### src/rtl/mips_pkg.sv
// Shared widths and FSM encoding for the Rd-tag allocation/commit controller.
package mips_pkg;

   localparam int unsigned TAG_W = 5;
   localparam int unsigned NTAGS = 32;

   typedef enum logic [1:0] {
      INIT  = 2'd0,
      RUN   = 2'd1,
      FLUSH = 2'd2
   } state_e;

endpackage

### src/rtl/tag_prio_enc.sv
// Lowest-set-bit encoder over the free-tag bitmap, with an any-set flag.
module tag_prio_enc #(
   parameter int unsigned NTAGS = 32,
   parameter int unsigned TAG_W = 5
) (
   input  logic [NTAGS-1:0] req_i,
   output logic [TAG_W-1:0] idx_o,
   output logic             valid_o
);

   // Scan from the top down so the lowest set bit is the last to win.
   always_comb begin
      idx_o   = '0;
      valid_o = 1'b0;
      for (int i = int'(NTAGS) - 1; i >= 0; i--) begin
         if (req_i[i]) begin
            idx_o   = TAG_W'(i);
            valid_o = 1'b1;
         end
      end
   end

endmodule

### src/rtl/tag_commit_ctrl.sv
// Rd-tag allocator and in-order commit controller driving an external order queue.
module tag_commit_ctrl #(
   parameter int unsigned TAG_W = mips_pkg::TAG_W,
   parameter int unsigned NTAGS = mips_pkg::NTAGS
) (
   input  logic             clock,
   input  logic             reset_n,
   input  logic             disp_req,
   output logic             disp_grant,
   output logic [TAG_W-1:0] disp_tag,
   output logic             oq_push,
   output logic [TAG_W-1:0] oq_wdata,
   output logic             oq_pop,
   input  logic [TAG_W-1:0] oq_head,
   input  logic             oq_full,
   input  logic             oq_empty,
   output logic             oq_flush,
   input  logic             cdb_valid,
   input  logic [TAG_W-1:0] cdb_tag,
   input  logic             flush_req,
   output logic             commit_valid,
   output logic [TAG_W-1:0] commit_tag,
   output logic [TAG_W:0]   free_count
);

   import mips_pkg::*;

   localparam int unsigned CNT_W = TAG_W + 1;

   state_e             state_q, state_d;
   logic [NTAGS-1:0]   free_q, free_d;
   logic [NTAGS-1:0]   done_q, done_d;
   logic [CNT_W-1:0]   cnt_q, cnt_d;
   logic               cv_q, cv_d;
   logic [TAG_W-1:0]   ct_q, ct_d;
   logic [TAG_W-1:0]   enc_idx;
   logic               enc_valid;
   logic               run_ok;

   tag_prio_enc #(
      .NTAGS (NTAGS),
      .TAG_W (TAG_W)
   ) u_enc (
      .req_i   (free_q),
      .idx_o   (enc_idx),
      .valid_o (enc_valid)
   );

   // Same-cycle strobes; flush_req masks both grant and pop.
   always_comb begin
      run_ok     = (state_q == RUN) && !flush_req;
      disp_grant = disp_req && run_ok && enc_valid && !oq_full;
      disp_tag   = enc_idx;
      oq_push    = disp_grant;
      oq_wdata   = enc_idx;
      oq_pop     = run_ok && !oq_empty && done_q[oq_head];
      oq_flush   = (state_q == FLUSH);
   end

   always_comb begin
      state_d = state_q;
      free_d  = free_q;
      done_d  = done_q;
      cnt_d   = cnt_q;
      cv_d    = 1'b0;
      ct_d    = ct_q;
      case (state_q)
         INIT: state_d = RUN;
         RUN: begin
            if (flush_req) begin
               state_d = FLUSH;
               free_d  = '1;
               done_d  = '0;
               cnt_d   = CNT_W'(NTAGS);
            end else begin
               // Completions for tags not in flight are stale and dropped.
               if (cdb_valid && !free_q[cdb_tag]) begin
                  done_d[cdb_tag] = 1'b1;
               end
               if (disp_grant) begin
                  free_d[enc_idx] = 1'b0;
                  done_d[enc_idx] = 1'b0;
               end
               if (oq_pop) begin
                  free_d[oq_head] = 1'b1;
                  done_d[oq_head] = 1'b0;
                  cv_d            = 1'b1;
                  ct_d            = oq_head;
               end
               if (disp_grant && !oq_pop && (cnt_q != '0)) begin
                  cnt_d = cnt_q - CNT_W'(1);
               end else if (oq_pop && !disp_grant && (cnt_q < CNT_W'(NTAGS))) begin
                  cnt_d = cnt_q + CNT_W'(1);
               end
            end
         end
         FLUSH: begin
            if (!flush_req) begin
               state_d = RUN;
            end
         end
         default: state_d = INIT;
      endcase
   end

   always_ff @(posedge clock or negedge reset_n) begin
      if (!reset_n) begin
         state_q <= INIT;
         free_q  <= '1;
         done_q  <= '0;
         cnt_q   <= CNT_W'(NTAGS);
         cv_q    <= 1'b0;
         ct_q    <= '0;
      end else begin
         state_q <= state_d;
         free_q  <= free_d;
         done_q  <= done_d;
         cnt_q   <= cnt_d;
         cv_q    <= cv_d;
         ct_q    <= ct_d;
      end
   end

   assign commit_valid = cv_q;
   assign commit_tag   = ct_q;
   assign free_count   = cnt_q;

endmodule

### config.mk
export PLATFORM = sky130hd
export DESIGN_NAME = tag_commit_ctrl
export DESIGN_NICKNAME = d
export VERILOG_FILES = /design/src/rtl/mips_pkg.sv /design/src/rtl/tag_prio_enc.sv /design/src/rtl/tag_commit_ctrl.sv
export SDC_FILE = /design/constraint.sdc
export NUM_CORES = 1
export LEC_CHECK = 0
export CAP_MARGIN = 25
export CORE_MARGIN = 2
export CORE_UTILIZATION = 50
export CTS_CLUSTER_DIAMETER = 120
export DETAILED_ROUTE_END_ITERATION = 10
export PLACE_DENSITY_LB_ADDON = 0.08
export SYNTH_ARGS = -nofsm -noshare
export SYNTH_HDL_FRONTEND = slang
export SYNTH_SLANG_ARGS = --single-unit
### constraint.sdc
create_clock -name clock -period 3.2 [get_ports clock]
set_input_delay 0.64 -clock clock [delete_from_list [all_inputs] [get_ports clock]]
set_output_delay 0.64 -clock clock [all_outputs]
set_load 0.005 [all_outputs]
# After elaboration in Yosys (flattened, before gate mapping)
# Index checks and enable logic that the tools add are counted.
dict set report classes {
  addsub 2
  n_lt_le_gt_ge 7
  n_eq_ne 4
  muxes 96
  n_bitwise 8
  reduce_logical 26
}
# operator count
set ops {}
lappend ops {{32-bit 2-to-1 mux} 13}
lappend ops {{5-bit 2-to-1 mux} 32}
lappend ops {{32-bit bitwise AND} 3}
lappend ops {{32-bit inverter} 2}
lappend ops {{32-bit bitwise OR} 2}
lappend ops {{1-bit 2-to-1 mux} 40}
lappend ops {{5-bit by 6-bit < comparator with 1-bit output, second input constant} 3}
lappend ops {{6-bit 2-to-1 mux} 3}
lappend ops {{1-bit demux with 5-bit select} 3}
lappend ops {{5-bit by 1-bit greater-or-equal comparator with 1-bit output, second input constant} 3}
lappend ops {{1-bit logical AND} 14}
lappend ops {{1-bit binary-select mux with 5-bit select} 2}
lappend ops {{6-bit by 1-bit adder with 6-bit output, second input constant} 1}
lappend ops {{1-bit zero test} 6}
lappend ops {{6-bit < comparator, second input constant} 1}
lappend ops {{2-bit one-hot mux with 3 select lines} 1}
lappend ops {{6-bit nonzero test} 1}
lappend ops {{6-bit by 1-bit subtractor with 6-bit output, second input constant} 1}
lappend ops {{2-bit 2-to-1 mux} 2}
lappend ops {{2-bit inequality test, second input constant} 2}
lappend ops {{2-bit AND reduction} 2}
lappend ops {{3-bit AND reduction} 1}
lappend ops {{3-bit nonzero test} 1}
lappend ops {{2-bit by 1-bit equality test with 1-bit output, second input constant} 1}
lappend ops {{3 further kinds} 3}
dict set report word_totals {
  regBits 78
  inputBits 17
  output_inout_bits 26
  elab_cells 149
}

# Logic depth before layout (Yosys ltp)
# Gate-level depths: netlist (run 1).
dict set report depth {
  depth_word 44
  mapped_depth 16
  depth_no_buf 13
}

# By module
# A second synthesis (run 1) with hierarchy kept.
dict set report hier_totals {
  hier_cells 726
  area_unflattened_um2 5886.9
}
# module instances cells_per_inst area_each_um2 seq_area_each_um2
set modules_own_cells {}
lappend modules_own_cells {tag_commit_ctrl 1 661 5516.5 1993.2}
lappend modules_own_cells {tag_prio_enc 1 65 370.4 0.0}

# Least setup slack after synthesis (run 1)
# Ideal clock, no wire load.
dict set report synth_timing {
  path_type {input port to flip-flop}
  start {in oq_head[0]}
  end {reg cnt_q[5], in the netlist free_count[5]}
  setup_ns 0.080
  arrival_time_ns 3.765
  t_required_ns 3.120
  slack_ns -0.645
  stages 15
  n_path_buf 2
  cell_sequence {buf_2 mux4_2 and2_4 o31ai_4 a31oi_4 buf_2 nor2_1 ha_1 a21o_1 a21oi_1 o21ai_0 mux2i_1 nor3b_1 a21oi_1 a21boi_0}
}
dict set report synth_via {
  elab_chain_cells 8
  word_cells_on_any_way 12
}
# element line_no
set synth_rtl {}
lappend synth_rtl {{start, declared} tag_commit_ctrl.sv:14} ;# input logic [TAG_W-1:0] oq_head,
lappend synth_rtl {{1-bit binary-select mux with 5-bit select *} tag_commit_ctrl.sv:56} ;# oq_pop = run_ok && !oq_empty && done_q[oq_head];
lappend synth_rtl {{1-bit 2-to-1 mux (implied by the code) *} tag_commit_ctrl.sv:56}
lappend synth_rtl {{1-bit logical AND *} tag_commit_ctrl.sv:56}
lappend synth_rtl {{1-bit zero test} tag_commit_ctrl.sv:90} ;# if (disp_grant && !oq_pop && (cnt_q != '0)) begin
lappend synth_rtl {{1-bit logical AND (2 in a row)} tag_commit_ctrl.sv:90}
lappend synth_rtl {{3-bit nonzero test (no line) / 6-bit 2-to-1 mux (equally long branches)} n/a}
lappend synth_rtl {{2-bit AND reduction (no line) / 6-bit 2-to-1 mux (equally long branches)} n/a}
lappend synth_rtl {{end signal, assigned} tag_commit_ctrl.sv:111} ;# cnt_q <= CNT_W'(NTAGS);
lappend synth_rtl {{end signal, assigned} tag_commit_ctrl.sv:118} ;# cnt_q <= cnt_d;
lappend synth_rtl {{end, declared} tag_commit_ctrl.sv:33} ;# logic [CNT_W-1:0] cnt_q, cnt_d;
# Every way passes the cells marked *; elsewhere a longest branch is shown, timed or not. The select of a mux whose other input is x is not followed.
# A chain may end at the register's enable or synchronous reset.

# Worst setup path after layout (run 1)
dict set report layout_timing {
  start {in oq_head[4]}
  end {out oq_pop}
}
dict set report layout_via {
  elab_chain_cells 3
}
# element line_no
set layout_rtl {}
lappend layout_rtl {{1-bit binary-select mux with 5-bit select} tag_commit_ctrl.sv:56}
lappend layout_rtl {{1-bit 2-to-1 mux (implied by the code)} tag_commit_ctrl.sv:56}
lappend layout_rtl {{1-bit logical AND} tag_commit_ctrl.sv:56}
lappend layout_rtl {{end, declared} tag_commit_ctrl.sv:13} ;# output logic oq_pop,
# No other way between the ends. The select of a mux whose other input is x is not followed.

==> results of run 1 <==
metal layers:
| layer | global-route usage (%) | vias to the layer above | routed length, µm |
|---|---|---|---|
| li1 | - | 2549 | - |
| met1 | 49.1 | 2815 | 8130 |
| met2 | 56.0 | 387 | 9180 |
| met3 | 7.69 | 56 | 2050 |
| met4 | 10.7 | 0 | 633 |
| met5 | 0 | - | 0 |
cell usage after synthesis, types with 5 or more instances:
cell type / instances / area (µm²)
a21o_1: 6 / 45.0
a21oi_1: 30 / 150
a221o_1: 5 / 50.1
a2bb2oi_1: 5 / 43.8
a31o_2: 5 / 43.8
a31oi_1: 40 / 250
and3_1: 7 / 43.8
buf_2: 9 / 45.0
buf_4: 7 / 52.6
clkbuf_1: 20 / 75.1
dfrtp_1: 45 / 1130
dfstp_2: 33 / 867
inv_1: 21 / 78.8
mux2_2: 7 / 78.8
mux2i_1: 18 / 180
mux4_2: 7 / 158
nand2_1: 40 / 150
nand2b_1: 7 / 43.8
nand3_1: 23 / 115
nand4_1: 7 / 43.8
nor2_1: 40 / 150
nor2b_1: 9 / 56.3
nor3_1: 24 / 120
nor3b_1: 11 / 82.6
nor4_1: 10 / 62.6
o21ai_0: 48 / 240
o22ai_1: 5 / 31.3
o31ai_1: 6 / 45.0
area by class of cell:
cell class	count	area, µm²
Clock buffer	9	124
Sequential cell	78	1990
Fill cell	856	3220
Tap cell	136	170
Multi-Input combinational cell	456	3310
Clock inverter	7	57.6
Inverter	21	78.8
Timing Repair Buffer	165	1410
power by group:
group	internal (mW)	switching (mW)
clock network	0.293	0.437
logic	0.486	0.489
registers	1.08	0.124
total	1.86	1.05
timing repair:
action | CTS | global route
hold buffers | 0 | 0
pin swaps | 15 | 20
setup buffers | 13 | 8
resized for setup | 21 | 32
cloned | 0 | 0
setup endpoints to repair | 13 | 12
per-stage QoR:
step	instances	area [µm²]	setup TNS, ns
floorplan	594	5420	-0.256
global placement	834	6590	-6.17
detailed placement	834	6590	-9.44
CTS	863	6930	0
global route	872	7150	0
finish	872	7150	0
cell families after synthesis:
kind of cell    Yosys count  synth area share [%]
compound gates          204                  26.1
xor+xnor                  3                 0.490
fa+ha+maj                 5                  1.31
buf+inv                  60                  4.92
flops                    78                  37.2
mux                      32                  7.77
simple gates            212                  22.3
flip-flops by register name, summed over array words and instances (netlist names):
| name | cells |
|---|---|
| free_count | 6 |
| commit_valid | 1 |
| state_q | 2 |
| free_q | 32 |
| commit_tag | 5 |
| done_q | 32 |
how the worst min path moves through the flow:
stage / start / endpoint / slack [ns]
2_1_floorplan: reset_n / commit_tag[0]$_DFFE_PN0P_ / 0.34
3_3_place_gp: commit_tag[2]$_DFFE_PN0P_ / commit_tag[2]$_DFFE_PN0P_ / 0.49
3_5_place_dp: free_q[29]$_DFFE_PN1P_ / free_q[29]$_DFFE_PN1P_ / 0.50
4_1_cts: reset_n / free_count[2]$_DFFE_PN0P_ / 0.46
5_1_grt: reset_n / free_count[4]$_DFFE_PN0P_ / 0.05
6_report: reset_n / free_count[4]$_DFFE_PN0P_ / 0.07
worst max-delay path, delay by kind of cell:
kind	cells	cell delay [ns]
AND/OR/NAND/NOR	1	0.11
AO/OA/AOI/OAI	3	0.77
buffers and inverters	3	0.95
==> results.json, run 1 <==
{
  "status": "finished, final reports clean",
  "r2r-start": "free_q[24]$_DFFE_PN1P_",
  "numCtsBuffers": 9,
  "ys_types": 79,
  "clkLatencyLatePin_ns": 0.38,
  "die_x_um": 108,
  "irDropWorstVdd_mv": 0.485,
  "max_slew_margin_pct": 42.6,
  "cts_max_path_buffers": 2,
  "final_antenna_net_count": 0,
  "critical_path_class": "input port to primary output",
  "synth_edf_count": 0,
  "worst_r2r_endpoint": "free_count[5]$_DFFE_PN1P_",
  "io_pins": 43,
  "die_y_um": 108,
  "max_stage_delay_ns": 0.49,
  "yosysWarningCount": 0,
  "num_vias": 5807,
  "syn_inst": 594,
  "worstMarginPinSlew_ns": 0.857,
  "finalHoldViolCount": 0,
  "r2r_cells": 14,
  "startpoint": "oq_head[4]",
  "cts_tree": "yes",
  "final_common_cell": "buf_4",
  "drive_gt1_share_pct": 33.7,
  "antenna_found_initial": 0,
  "slew_violations": 0,
  "via_per_inst": 6.66,
  "period_share_pct": 97.2,
  "r2r_slack_ns": 0.14,
  "yosysSeqAreaShare_pct": 37.2,
  "areaGrowthSynthToFinish_pct": 33.3,
  "ys_async_sr_fraction_pct": 100,
  "p_total_mw": 2.91,
  "track_usage_pct": 35.5,
  "start_util_pct": 51.7,
  "startpoint_type": "input port",
  "synth_nets": 616,
  "crit_chain": "clkdlybuf4s50_1 -> nand3_1 -> o21ai_0 -> o311ai_4 -> buf_4 -> a311oi_2 -> dlygate4sd2_1",
  "cap_violations": 0,
  "drtPass1Iterations": 5,
  "grt_max_degree": 79,
  "gp_congestion": 0.964,
  "whs_ns": 0.0712,
  "htreeDepth": 3,
  "grt-ovfl-total": 0,
  "die_area_mm2": 0.0116,
  "syn_area_per_cell_um2": 9.03,
  "crit_end": "oq_pop",
  "wl_per_cell_um": 22.9,
  "clk_pin_slew_ns": 0.08,
  "root_buffer": "clkbuf_8",
  "drc": 0,
  "path_max_fanout": 4,
  "worst_ep_arrival_time_ns": 2.47,
  "finClkSkew_ns": 0.0201,
  "hpwlAfterDp_um": 14600,
  "drt-total-wl_um": 20000,
  "portBuffers": 42,
  "grt_pass1_vias": 5484,
  "cts.sinks": 78,
  "setup-violations-final": 0,
  "layout_setup_ws_ns": 0.0910,
  "drt-initial-drc-count": 865,
  "synth_area_mm2": 0.00536,
  "antennaDiodeCount": 0,
  "rsz0062_at_grt": "false",
  "cp.required_ns": 2.56,
  "p_leak_nw": 3.12,
  "most-common-layout-cells": "buf_4 (116), o21ai_0 (47), dfrtp_1 (45)",
  "end_kind": "primary output",
  "synth_seq_cells": 78,
  "grt_pass1_wl_um": 31000,
  "utilization_pct": 69.0,
  "post-route-min-period_ns": 3.11,
  "coreArea_mm2": 0.0104,
  "powerDensity_mw_per_mm2": 407,
  "dp_worst_setup_slack_ns": -0.634,
  "max_freq_mhz": 322,
  "rows": 37,
  "synth-main-ff-cell": "dfrtp_1",
  "hold_path.class": "input port to asynchronous set/reset pin",
  "cp_slowest_cell": "clkdlybuf4s50_1",
  "nNetsFinal": 753
}
No activity file was read; power rests on OpenSTA's default activity.
==> run 2: changes to the inputs <==
- RECOVER_POWER: default -> 25
- TNS_END_PERCENT: default -> 10
==> results.json, run 2 (same netlist as run 1, synthesis figures left out) <==
{
  "status": "complete, but fails checks",
  "violations": "max-capacitance violations, max-slew violations, negative setup slack",
  "startpoint_type": "flop",
  "drive_gt1_share_pct": 31.9,
  "cp_slowest_cell": "or4_4",
  "drtPass1Iterations": 7,
  "gp_congestion": 0.988,
  "worst-path-buf-inv": 2,
  "wl_per_cell_um": 23.4,
  "finClkSkew_ns": 0.0134,
  "hold_path.class": "input port to asynchronous set/reset pin",
  "hpwlAfterDp_um": 14700,
  "nNetsFinal": 745,
  "multi_input_comb_area_mm2": 0.00329,
  "die_x_um": 108,
  "antenna_found_initial": 0,
  "crit_chain": "or4_4 -> o211ai_1 -> a31oi_1 -> or2b_1 -> inv_2 -> clkdlybuf4s50_1",
  "start_util_pct": 51.7,
  "grt_pass1_wl_um": 31100,
  "tns_ns": -0.0144,
  "period_share_pct": 100,
  "fillers": 845,
  "grt_max_degree": 79,
  "critical_path_class": "flop to primary output",
  "seq_area_mm2": 0.00199,
  "end_kind": "primary output",
  "max_stage_delay_ns": 0.58,
  "powerDensity_mw_per_mm2": 441,
  "cap_violations": 1,
  "finalHoldViolCount": 0,
  "track_usage_pct": 35.8,
  "via_per_inst": 6.73,
  "most-common-layout-cells": "buf_4 (110), o21ai_0 (47), dfrtp_1 (45)",
  "areaGrowthSynthToFinish_pct": 32.2,
  "cts.sinks": 78,
  "portBuffers": 42,
  "final_antenna_net_count": 0,
  "path_max_fanout": 5,
  "die_area_mm2": 0.0116,
  "p_leak_nw": 3.04,
  "rows": 37,
  "root_buffer": "clkbuf_8",
  "worstMarginPinSlew_ns": 1.85,
  "layout_setup_ws_ns": -0.0138,
  "numCtsBuffers": 9,
  "setup-violations-final": 2,
  "crit_family": "simple AND/OR/NAND/NOR gates",
  "drt-total-wl_um": 20200,
  "num_vias": 5817,
  "rsz0062_at_grt": "true",
  "slew_violations": 75,
  "cts_max_path_buffers": 2,
  "max_slew_margin_pct": -23.5,
  "final_common_cell": "buf_4",
  "irDropWorstVdd_mv": 0.405,
  "post-route-min-period_ns": 3.21,
  "whs_ns": 0.107,
  "worst_ep_arrival_time_ns": 2.57,
  "die_y_um": 108,
  "coreArea_mm2": 0.0104,
  "utilization_pct": 68.4,
  "ctsHoldBuffers": 0,
  "antennaDiodeCount": 0,
  "cp.required_ns": 2.56,
  "drt-initial-drc-count": 868,
  "grt_pass1_vias": 5560,
  "htreeDepth": 3,
  "clkLatencyLatePin_ns": 0.37,
  "p_total_mw": 3.12,
  "grt-ovfl-total": 0,
  "max_freq_mhz": 311,
  "cts_tree": "yes",
  "io_pins": 43,
  "drc": 0,
  "clk_pin_slew_ns": 0.09
}
## run 2: cell type report
type	count	area share [%]
clock buffer	10	2.10
inverter	21	1.11
sequential	78	28.1
clock inverter	6	1.62
timing repair buffer	157	18.3
multi-input combinational	456	46.4
tap	136	2.40
## run 2: power by group
part           internal (mW)  switching, mW  total (mW)
sequential              1.08          0.103        1.19
combinational          0.464          0.492       0.956
clock                  0.570          0.412       0.981
total                   2.12           1.01        3.12
## run 2: through the flow
stage                     area (µm²)  std cells  setup WS, ns
after floorplan                 5420        594        -0.165
after global placement          6590        836        -0.556
after detailed placement        6590        836        -0.606
after CTS                       7030        862      -0.00518
after global routing            7090        864       -0.0972
final                           7090        864       -0.0138
## run 2: repair_timing
action | 4_1_cts | 5_1_grt
setup buffers | 10 | 1
pin swaps | 17 | 10
endpoints found under the setup margin | 11 | 13
gates resized for setup | 24 | 16
## run 2: worst paths after layout
path,start,end,slack (ns),cells after the start
min,reset_n,free_count[4]$_DFFE_PN0P_,0.11,1
min reg2reg,free_count[5]$_DFFE_PN1P_,free_count[5]$_DFFE_PN1P_,0.51,2
max in group asynchronous,reset_n,done_q[29]$_DFFE_PN0P_,1.03,2
min in group clock,free_count[5]$_DFFE_PN1P_,free_count[5]$_DFFE_PN1P_,0.51,2
max,free_q[24]$_DFFE_PN1P_,disp_tag[2],-0.01,6
max reg2reg,free_q[19]$_DFFE_PN1P_,free_count[4]$_DFFE_PN0P_,0.08,12
## run 2: metal layers
| layer | GRT usage (%) | share of wire (%) | vias to the layer above |
|---|---|---|---|
| met5 | 0 | 0 | - |
| met4 | 13.9 | 4.1 | 0 |
| met3 | 5.99 | 9.7 | 78 |
| met2 | 54.9 | 46 | 375 |
| met1 | 50.6 | 41 | 2820 |
| li1 | - | - | 2544 |
